<file path="src/rtl/uart_boot_loader_if.sv">
// uart_boot_loader_if: UART byte handshake and program-RAM write port used by
// the boot loader. The loader is the master: it consumes received bytes and
// transmitter completions, and drives the transmit byte and RAM write strobe.
interface uart_boot_loader_if #(
    parameter int ADDR_W = 16
) ();
    logic [7:0]        rx_data;
    logic              rx_done;
    logic              tx_done;
    logic [7:0]        tx_data;
    logic              transmit;
    logic [ADDR_W-1:0] ram_addr;
    logic [7:0]        ram_data;
    logic              ram_we;

    modport master (
        input  rx_data, rx_done, tx_done,
        output tx_data, transmit, ram_addr, ram_data, ram_we
    );

    modport slave (
        output rx_data, rx_done, tx_done,
        input  tx_data, transmit, ram_addr, ram_data, ram_we
    );
endinterface

</file>
<file path="src/rtl/uart_boot_loader.sv">
// uart_boot_loader: receives a framed program image from a UART
// (sync byte, little-endian length, payload, additive checksum), writes the
// payload into program RAM from BASE_ADDR upward, answers ACK/NAK, and keeps
// the CPU in reset until a frame has passed the checksum.
// Optional feature: define BOOT_ECHO_EN to echo every payload byte on the
// transmitter; ACK/NAK then wait for the echo in flight to finish.
module uart_boot_loader #(
    parameter int                ADDR_W         = 16,
    parameter logic [ADDR_W-1:0] BASE_ADDR      = '0,
    parameter logic [7:0]        SYNC_BYTE      = 8'hA5,
    parameter int                RST_CYCLES     = 16,
    parameter int                TIMEOUT_CYCLES = 5000000
) (
    input  logic               clk,
    input  logic               rst_n,
    input  logic               trigger,
    uart_boot_loader_if.master bus,
    output logic               booting,
    output logic               cpu_rst,
    output logic               boot_rst,
    output logic               error
);
    localparam int          LEN_BYTES = (ADDR_W + 7) / 8;
    localparam int          LEN_W     = LEN_BYTES * 8;
    // Largest image that fits between BASE_ADDR and the top of RAM.
    localparam logic [63:0] MAX_LEN   = (64'd1 << ADDR_W) - 64'(BASE_ADDR);
    localparam logic [31:0] RST_LAST  = 32'(RST_CYCLES - 1);
    localparam logic [31:0] TO_LAST   = 32'(TIMEOUT_CYCLES - 1);
    localparam logic [3:0]  LEN_LAST  = 4'(LEN_BYTES - 1);
    localparam logic [7:0]  ACK_BYTE  = 8'h06;
    localparam logic [7:0]  NAK_BYTE  = 8'h15;

    typedef enum logic [3:0] {
        S_POR,
        S_IDLE,
        S_BOOT_RST,
        S_WAIT_SYNC,
        S_LEN,
        S_DATA,
        S_CSUM,
        S_ACK,
        S_WAIT_ACK,
        S_RELEASE,
        S_NAK,
        S_WAIT_NAK
    } state_t;

    state_t           state;
    logic [2:0]       trig_sq;
    logic             trig_rise;
    logic [31:0]      cnt;       // reset-pulse length, or idle time inside a frame
    logic [LEN_W-1:0] len;       // length being assembled, then bytes still to come
    logic [LEN_W-1:0] len_full;
    logic [3:0]       len_idx;
    logic [7:0]       sum;
    logic             tx_free;

`ifdef BOOT_ECHO_EN
    logic busy;
    assign tx_free = ~busy;
`else
    assign tx_free = 1'b1;
`endif

    // Two-flop synchroniser on trigger plus one delayed copy for edge detection.
    always_ff @(posedge clk or negedge rst_n) begin
        if (!rst_n) trig_sq <= '0;
        else        trig_sq <= {trig_sq[1:0], trigger};
    end

    assign trig_rise = trig_sq[1] & ~trig_sq[2];

    // Length is little-endian: each new byte enters at the top and shifts down.
    assign len_full = (len >> 8) | (LEN_W'(bus.rx_data) << (LEN_W - 8));

    // Frame-receive FSM with registered outputs.
    always_ff @(posedge clk or negedge rst_n) begin
        if (!rst_n) begin
            state        <= S_POR;
            booting      <= 1'b0;
            cpu_rst      <= 1'b1;
            boot_rst     <= 1'b1;
            error        <= 1'b0;
            bus.transmit <= 1'b0;
            bus.ram_we   <= 1'b0;
            bus.tx_data  <= '0;
            bus.ram_data <= '0;
            bus.ram_addr <= BASE_ADDR;
            cnt          <= '0;
            len          <= '0;
            len_idx      <= '0;
            sum          <= '0;
`ifdef BOOT_ECHO_EN
            busy         <= 1'b0;
`endif
        end else begin
            // NOTE: strobes default low here; a later non-blocking assignment in
            // the same block wins, so a state only has to say when they pulse.
            bus.transmit <= 1'b0;
            bus.ram_we   <= 1'b0;
            // The address advances the cycle after each write.
            if (bus.ram_we) bus.ram_addr <= bus.ram_addr + ADDR_W'(1);
`ifdef BOOT_ECHO_EN
            if (bus.tx_done) busy <= 1'b0;
`endif
            case (state)
                S_POR: begin
                    if (cnt == RST_LAST) begin
                        cpu_rst  <= 1'b0;
                        boot_rst <= 1'b0;
                        cnt      <= '0;
                        state    <= S_IDLE;
                    end else begin
                        cnt <= cnt + 32'd1;
                    end
                end
                S_IDLE: begin
                    if (trig_rise) begin
                        booting      <= 1'b1;
                        cpu_rst      <= 1'b1;
                        boot_rst     <= 1'b1;
                        error        <= 1'b0;
                        bus.ram_addr <= BASE_ADDR;
                        sum          <= '0;
                        cnt          <= '0;
                        state        <= S_BOOT_RST;
                    end
                end
                S_BOOT_RST: begin
                    if (cnt == RST_LAST) begin
                        boot_rst <= 1'b0;
                        state    <= S_WAIT_SYNC;
                    end else begin
                        cnt <= cnt + 32'd1;
                    end
                end
                S_WAIT_SYNC: begin
                    if (bus.rx_done && bus.rx_data == SYNC_BYTE) begin
                        len     <= '0;
                        len_idx <= '0;
                        cnt     <= '0;
                        state   <= S_LEN;
                    end
                end
                S_LEN: begin
                    if (bus.rx_done) begin
                        cnt <= '0;
                        len <= len_full;
                        if (len_idx == LEN_LAST) begin
                            if (64'(len_full) > MAX_LEN) state <= S_NAK;
                            else if (len_full == '0)     state <= S_CSUM;
                            else                         state <= S_DATA;
                        end else begin
                            len_idx <= len_idx + 4'd1;
                        end
                    end else if (cnt == TO_LAST) begin
                        state <= S_NAK;
                    end else begin
                        cnt <= cnt + 32'd1;
                    end
                end
                S_DATA: begin
                    if (bus.rx_done) begin
                        cnt          <= '0;
                        bus.ram_we   <= 1'b1;
                        bus.ram_data <= bus.rx_data;
                        sum          <= sum + bus.rx_data;
                        len          <= len - LEN_W'(1);
                        if (len == LEN_W'(1)) state <= S_CSUM;
`ifdef BOOT_ECHO_EN
                        // An echo requested while the transmitter is busy is dropped.
                        if (!busy) begin
                            bus.tx_data  <= bus.rx_data;
                            bus.transmit <= 1'b1;
                            busy         <= 1'b1;
                        end
`endif
                    end else if (cnt == TO_LAST) begin
                        state <= S_NAK;
                    end else begin
                        cnt <= cnt + 32'd1;
                    end
                end
                S_CSUM: begin
                    if (bus.rx_done) begin
                        state <= (bus.rx_data == sum) ? S_ACK : S_NAK;
                    end else if (cnt == TO_LAST) begin
                        state <= S_NAK;
                    end else begin
                        cnt <= cnt + 32'd1;
                    end
                end
                S_ACK: begin
                    if (tx_free) begin
                        bus.tx_data  <= ACK_BYTE;
                        bus.transmit <= 1'b1;
                        state        <= S_WAIT_ACK;
                    end
                end
                S_WAIT_ACK: begin
                    if (bus.tx_done) begin
                        booting <= 1'b0;
                        cnt     <= '0;
                        state   <= S_RELEASE;
                    end
                end
                S_RELEASE: begin
                    if (cnt == RST_LAST) begin
                        cpu_rst <= 1'b0;
                        state   <= S_IDLE;
                    end else begin
                        cnt <= cnt + 32'd1;
                    end
                end
                S_NAK: begin
                    if (tx_free) begin
                        bus.tx_data  <= NAK_BYTE;
                        bus.transmit <= 1'b1;
                        error        <= 1'b1;
                        state        <= S_WAIT_NAK;
                    end
                end
                S_WAIT_NAK: begin
                    // Partial data stays in RAM; the next frame starts over at BASE_ADDR.
                    if (bus.tx_done) begin
                        sum          <= '0;
                        bus.ram_addr <= BASE_ADDR;
                        state        <= S_WAIT_SYNC;
                    end
                end
                default: state <= S_POR;
            endcase
        end
    end
endmodule

</file>
<file path="src/flat_wrapper.sv">
// flat-port wrapper written by rule: the top's interface ports become plain ports
module uart_boot_loader_flat 
#(
    parameter int                ADDR_W         = 16,
    parameter logic [ADDR_W-1:0] BASE_ADDR      = '0,
    parameter logic [7:0]        SYNC_BYTE      = 8'hA5,
    parameter int                RST_CYCLES     = 16,
    parameter int                TIMEOUT_CYCLES = 5000000
)
  (clk, rst_n, trigger, booting, cpu_rst, boot_rst, error, bus_rx_data, bus_rx_done, bus_tx_done, bus_tx_data, bus_transmit, bus_ram_addr, bus_ram_data, bus_ram_we);
  uart_boot_loader_if #(.ADDR_W(ADDR_W)) bus_i ();
  input  logic clk;
  input  logic rst_n;
  input  logic trigger;
  output logic booting;
  output logic cpu_rst;
  output logic boot_rst;
  output logic error;
  input wire logic [$bits(bus_i.rx_data)-1:0] bus_rx_data;
  input wire logic [$bits(bus_i.rx_done)-1:0] bus_rx_done;
  input wire logic [$bits(bus_i.tx_done)-1:0] bus_tx_done;
  output wire logic [$bits(bus_i.tx_data)-1:0] bus_tx_data;
  output wire logic [$bits(bus_i.transmit)-1:0] bus_transmit;
  output wire logic [$bits(bus_i.ram_addr)-1:0] bus_ram_addr;
  output wire logic [$bits(bus_i.ram_data)-1:0] bus_ram_data;
  output wire logic [$bits(bus_i.ram_we)-1:0] bus_ram_we;
  assign bus_i.rx_data = bus_rx_data;
  assign bus_i.rx_done = bus_rx_done;
  assign bus_i.tx_done = bus_tx_done;
  assign bus_tx_data = bus_i.tx_data;
  assign bus_transmit = bus_i.transmit;
  assign bus_ram_addr = bus_i.ram_addr;
  assign bus_ram_data = bus_i.ram_data;
  assign bus_ram_we = bus_i.ram_we;
  uart_boot_loader #(.ADDR_W(ADDR_W), .BASE_ADDR(BASE_ADDR), .SYNC_BYTE(SYNC_BYTE), .RST_CYCLES(RST_CYCLES), .TIMEOUT_CYCLES(TIMEOUT_CYCLES)) u_core (.clk(clk), .rst_n(rst_n), .trigger(trigger), .bus(bus_i), .booting(booting), .cpu_rst(cpu_rst), .boot_rst(boot_rst), .error(error));
endmodule
</file>
<file path="config.mk">
export PLATFORM = sky130hd
export DESIGN_NAME = uart_boot_loader_flat
export DESIGN_NICKNAME = d
export VERILOG_FILES = /design/src/rtl/uart_boot_loader_if.sv /design/src/rtl/uart_boot_loader.sv /design/src/flat_wrapper.sv
export SDC_FILE = /design/constraint.sdc
export NUM_CORES = 1
export LEC_CHECK = 0
export CORE_UTILIZATION = 40
export DETAILED_ROUTE_END_ITERATION = 7
export DONT_BUFFER_PORTS = 1
export MAX_ROUTING_LAYER = met4
export SYNTH_ARGS = -nofsm -noshare
export SYNTH_HDL_FRONTEND = slang
export SYNTH_SLANG_ARGS = --single-unit
</file>
<file path="constraint.sdc">
create_clock -name clk -period 7.3 [get_ports clk]
set_clock_uncertainty 0.05 [all_clocks]
set_input_delay 0.365 -clock clk [delete_from_list [all_inputs] [get_ports clk]]
set_output_delay 0.365 -clock clk [all_outputs]
set_load 0.02 [all_outputs]
</file>
; ---- Word-level counts from Yosys, hierarchy flattened
; Index checks and enable logic that the tools add are counted.
[word_totals]
in_bits = 13
word_cells = 133
regBits = 105
[classes]
reduce_logical = 27
muxes = 52
n_bitwise = 3
n_addsub = 5
n_eq_ne = 31
[ops]
columns = op, count
row1 = 2-to-1 mux 32 bit, 8
row2 = case mux 32 bit (7 select lines), 1
row3 = 2-to-1 mux 16 bit, 6
row4 = 2-to-1 mux 4 bit, 16
row5 = case mux 16 bit (3 select lines), 1
row6 = case mux 4 bit (11 select lines), 1
row7 = adder 32 x 1 -> 32 bit (second input constant), 1
row8 = equality test 32 x 23 -> 1 bit (second input constant), 1
row9 = equality test 32 x 4 -> 1 bit (second input constant), 1
row10 = case mux 16 bit (2 select lines), 1
row11 = 2-to-1 mux 8 bit, 3
row12 = case mux 8 bit (3 select lines), 1
row13 = adder 16 x 1 -> 16 bit (second input constant), 1
row14 = equality test 16 x 1 -> 1 bit (second input constant), 1
row15 = equality test 4 x 3 -> 1 bit (second input constant), 4
row16 = equality test 4 bit (second input constant), 4
row17 = zero test 16 bit, 1
row18 = bitwise OR 8 x 16 -> 16 bit, 1
row19 = case mux 8 bit (2 select lines), 1
row20 = subtractor 16 x 1 -> 16 bit (second input constant), 1
row21 = != test 2 bit (second input constant), 7
row22 = AND reduction 4 bit, 3
row23 = nonzero test 2 bit, 6
row24 = != test 2 x 1 -> 1 bit (second input constant), 5
row25 = other kinds (22), 42

; ---- Depth between registers and ports, before layout
[logic_depth]
depth_word = 6
mapped_depth = 10

; ---- Worst setup path after synthesis
; Ideal clock, no wire load.
[synth_path]
kind = reg2reg
start = register u_core.cnt[0]
end = register u_core.cnt[3]
path_stages_with_launch = 9
setup_time_ns = 0.121
synth_period_minus_slack_ns = 2.363
required_ns = 7.129
t_arrival_ns = 2.192
path_slack_ns = 4.937
path_cell_list = dfrtp_1 -> ha_1 -> nand4_1 -> or4_4 -> a22oi_2 -> nand3_2 -> buf_6 -> a221o_1 -> a22o_1
[synth_via]
elab_chain_len = 4
elab_cells_between_ends = 11
cone_classes = 1 x add/sub / 3 x eq/ne / 6 x mux / 1 x reduce/logical
[synth_rtl]
columns = item, line
row1 = "start, declared", uart_boot_loader.sv:51  ; logic [31:0] cnt;
row2 = "start signal, assigned", uart_boot_loader.sv:114  ; cnt <= cnt + 32'd1;
row3 = "start signal, assigned", uart_boot_loader.sv:134  ; cnt <= cnt + 32'd1;
row4 = "start signal, assigned", uart_boot_loader.sv:159  ; cnt <= cnt + 32'd1;
row5 = adder 32 x 1 -> 32 bit or equality test 32 x 23 -> 1 bit (tied branches), -
row6 = 2-to-1 mux 32 bit, "uart_boot_loader.sv:156, uart_boot_loader.sv:178, uart_boot_loader.sv:187"
row7 = 2-to-1 mux 32 bit (on tied branches), "uart_boot_loader.sv:185, uart_boot_loader.sv:163"
row8 = case mux 32 bit (7 select lines), uart_boot_loader.sv:106  ; case (state)
; Several ways; a longest one is shown, not always the timed one. The select of a mux whose other input is x is not followed.
; A chain may end at the register's enable or synchronous reset.

; ---- Final worst setup path
[layout_path]
start = register u_core.state[3]
end = register u_core.cnt[1]
[layout_via]
elab_chain_len = 4
elab_cells_between_ends = 19
cone_classes = 13 x eq/ne / 1 x mux / 5 x reduce/logical
[layout_rtl]
columns = item, line
row1 = "start, declared", uart_boot_loader.sv:48  ; state_t state;
row2 = "start signal, assigned", uart_boot_loader.sv:186  ; state <= (bus.rx_data == sum) ? S_ACK : S_NAK;
row3 = "equality test 4 x 3 -> 1 bit, or another cell as far along", uart_boot_loader.sv:106
row4 = OR reduction 2 bit (no source line), -
row5 = nonzero test 7 bit (no source line) or != test 2 bit (tied branches), -
row6 = AND reduction 6 bit (no source line), -
; Several ways; a longest one is shown, not always the timed one.

==> summary.md <==
| Metric | Value |
|---|---|
| Grt ovf | `0` |
| Critical Path AT | `3.53 ns` |
| Worst path cell trace | `nor4b_1 > a211oi_1 > o22ai_1 > and3_1 > nor2_1 > a22o_1` |
| Unique masters post-synth | `76` |
| Die X | `124 um` |
| RSZ-0062 raised after global routing | `false` |
| Vias post-DR | `5124` |
| Leak | `2.65 nW` |
| Routed WL | `14400 um` |
| Critical path launch point type | `flip-flop` |
| Die height | `124 um` |
| Seq cells post-synth | `100` |
| Final hold violation count | `0` |
| CTS tree | `yes` |
| Buffers & Inverters on Critical Path | `0` |
| Post-Syn Area per Cell | `8.67 um^2` |
| Largest net degree at the start of global routing | `101` |
| Clock Root Buffer | `clkbuf_16` |
| Vias in the first global route | `4827` |
| CP max FO | `30` |
| Antenna violations before repair | `0` |
| Synth Instances | `690` |
| Worst-Margin Slew | `1.16 ns` |
| Slowest cell on crit path | `dfrtp_1` |
| DR vias/cell | `6.00` |
| Relative slew slack | `21.9%` |
| Routability cong. | `0.903` |
| Hold_ws | `0.0563 ns` |
| Final Cycle Share | `45.8%` |
| Drt initial violations | `500` |
| Maxcap violations | `0` |
| Nature of the critical path endpoint | `flip-flop` |
| DRT Pass-1 Iters | `5` |
| Total GRT Usage | `19.8%` |
| PD cells | `175 nW/um^2` |
| Hold Crit Class | `in2reg` |
| Top FF cell, synth | `dfrtp_1` |
| Antenna diode count | `0` |
| Critical path type | `reg2reg` |
| Core area | `14500 um^2` |
| DIE AREA | `15400 um^2` |
| Worst-Skew Late Latency | `0.35 ns` |
| End-of-flow core utilization | `43.9%` |
| Routed wl met3 | `764 um` |
| Total CTS buffers | `9` |
| Rows | `44` |
| Post-synth ARST share | `100%` |
| Clock Path Buffers | `2` |
| Reg clk slew, reported paths | `0.07 ns` |
| H-tree Lvls | `3` |
| First-pass GRT wire length | `24600 um` |
| Post-synth EDFFs | `0` |
| CTS Sinks | `100` |
| Critical path's top delay family | `simple AND/OR/NAND/NOR gates` |
| Post-Syn Area | `5980 um^2` |
| Synthesis Warnings | `0` |
| Max incr delay on CP | `0.89 ns` |
| Total power | `0.00111 W` |
| Fill cells | `1415` |
| Share of the yosys chip area belonging to registers | `41.9%` |
| HPWL after DPL | `9800 um` |
| Top sig layer | `met4` |
| Fin Setup TNS | `0 ns` |
| WL met2 | `6470 um` |
| Final slew viol count | `0` |
| Worst EP required | `7.48 ns` |
| Io pins | `51` |
| Starting Density | `41.2%` |
| Area delta synth->final | `6.63%` |
| Drt drc | `0` |
| Share of layout cells above drive strength 1 | `5.37%` |
| DRT met1 WL | `6910 um` |
| Antenna Violating Nets Remaining | `0` |
| Min Tclk post-route | `3.34 ns` |
| Final net count | `692` |
| Outcome | `complete, no violations` |
| VDD IR-drop max | `0.000105 V` |
| CTS resizes | `0` |
| Port buffer count | `0` |
| Routed len/inst | `16.8 um` |
| Final setup violation count | `0` |
| FMAX | `299 MHz` |
-- layout by cell type, fill, tap and decap left out, drive strengths merged, types with 4 or more instances in the layout --
cell type / count
o21ai: 67
and3: 8
dfrtp: 98
inv: 21
a31oi: 6
conb: 4
xor2: 14
and2: 4
a21oi: 35
nand2: 75
nor2: 67
ha: 13
a21o: 5
nand3: 23
or3: 9
nor4: 17
o31ai: 14
or4: 6
a211oi: 5
nand4: 23
o2bb2ai: 4
nor2b: 5
a22oi: 13
nor3: 22
a22o: 10
or2: 4
o31a: 4
a2bb2oi: 12
xnor2: 7
clkbuf: 12
nand2b: 8
-- cell usage after synthesis (13+ instances only) --
cell type	instances	area share, %
xor2_1	14	2.1
nand4_1	23	2.4
nand3_1	22	1.8
nor4_1	16	1.7
a21oi_1	35	2.9
clkbuf_1	19	1.2
ha_1	13	2.7
nor2_1	67	4.2
o21ai_0	62	5.2
nor3_1	21	1.8
inv_1	21	1.3
o31ai_1	14	1.8
nand2_1	75	4.7
dfrtp_1	98	41
-- routing by layer --
| layer | vias up | GRT usage, % |
|---|---|---|
| met2 | 157 | 28.4 |
| met3 | 21 | 3.26 |
| li1 | 2489 | - |
| met1 | 2457 | 27.9 |
| met5 | - | - |
| met4 | 0 | 7.58 |
-- final cells by class --
cell class              instances  area (um^2)  share of cell area (%)
clock inverters                 4         72.6                    1.14
flip-flops and latches        100         2500                    39.3
inverters                      22         82.6                    1.29
clock buffers                  12          246                    3.87
well taps                     184          230                    3.61
repair buffers                  4         55.1                   0.863
multi-input cells             528         3190                    50.0
-- logic make-up after synthesis --
group / Yosys count / share of synthesized area (%)
simple gates: 286 / 24.4
compound gates: 202 / 22.2
flops: 100 / 41.9
buf+inv: 65 / 5.13
xor+xnor: 21 / 3.08
fa+ha+maj: 14 / 3.05
other cells: 1 / 0.0627
mux: 1 / 0.167
-- power breakdown --
part	leakage [nW]	internal [W]	switching [W]	total (W)
Sequential	1.24	0.000559	0.0000123	0.000572
Combinational	1.26	0.00000919	0.0000203	0.0000295
Clock	0.153	0.000309	0.000204	0.000513
-- metrics by stage --
step           worst slack (ns)  instance area, um^2  std cells
4_1_cts                    3.94                 6380        854
3_3_place_gp               4.05                 6010        835
6_report                   3.96                 6380        854
3_5_place_dp               3.97                 6010        835
5_1_grt                    3.61                 6380        854
2_1_floorplan              4.94                 5990        693
-- flip-flops by register name, indices dropped and copies added (netlist names) --
name / count
u_core.bus.ram_we: 1
u_core.bus.transmit: 1
u_core.boot_rst: 1
u_core.cnt: 32
u_core.trig_sq: 3
u_core.bus.tx_data: 3
u_core.cpu_rst: 1
u_core.booting: 1
u_core.error: 1
u_core.len: 16
u_core.len_idx: 4
u_core.bus.ram_data: 8
u_core.bus.ram_addr: 16
u_core.sum: 8
u_core.state: 4
-- final timing paths --
kind	startpoint	endpoint	slack, ns	cells after the start
max	u_core.state[3]$_DFFE_PN0P_	u_core.cnt[1]$_DFFE_PN0P_	3.96	6
min	bus_tx_done	u_core.booting$_DFFE_PN0P_	0.06	1
max reg2reg	u_core.state[3]$_DFFE_PN0P_	u_core.cnt[1]$_DFFE_PN0P_	3.96	6
min reg2reg	u_core.trig_sq[0]$_DFF_PN0_	u_core.trig_sq[1]$_DFF_PN0_	0.30	0
max in group asynchronous	rst_n	u_core.cnt[1]$_DFFE_PN0P_	6.24	2
min in group asynchronous	rst_n	u_core.sum[4]$_DFFE_PN0P_	0.56	2
-- what timing repair did --
item | 4_1_cts | 5_1_grt
hold buffers | 3 | 0
setup buffers | 0 | 0
hold endpoints to repair | 101 | 0
Note: power is estimated with default switching activity, not from simulation.
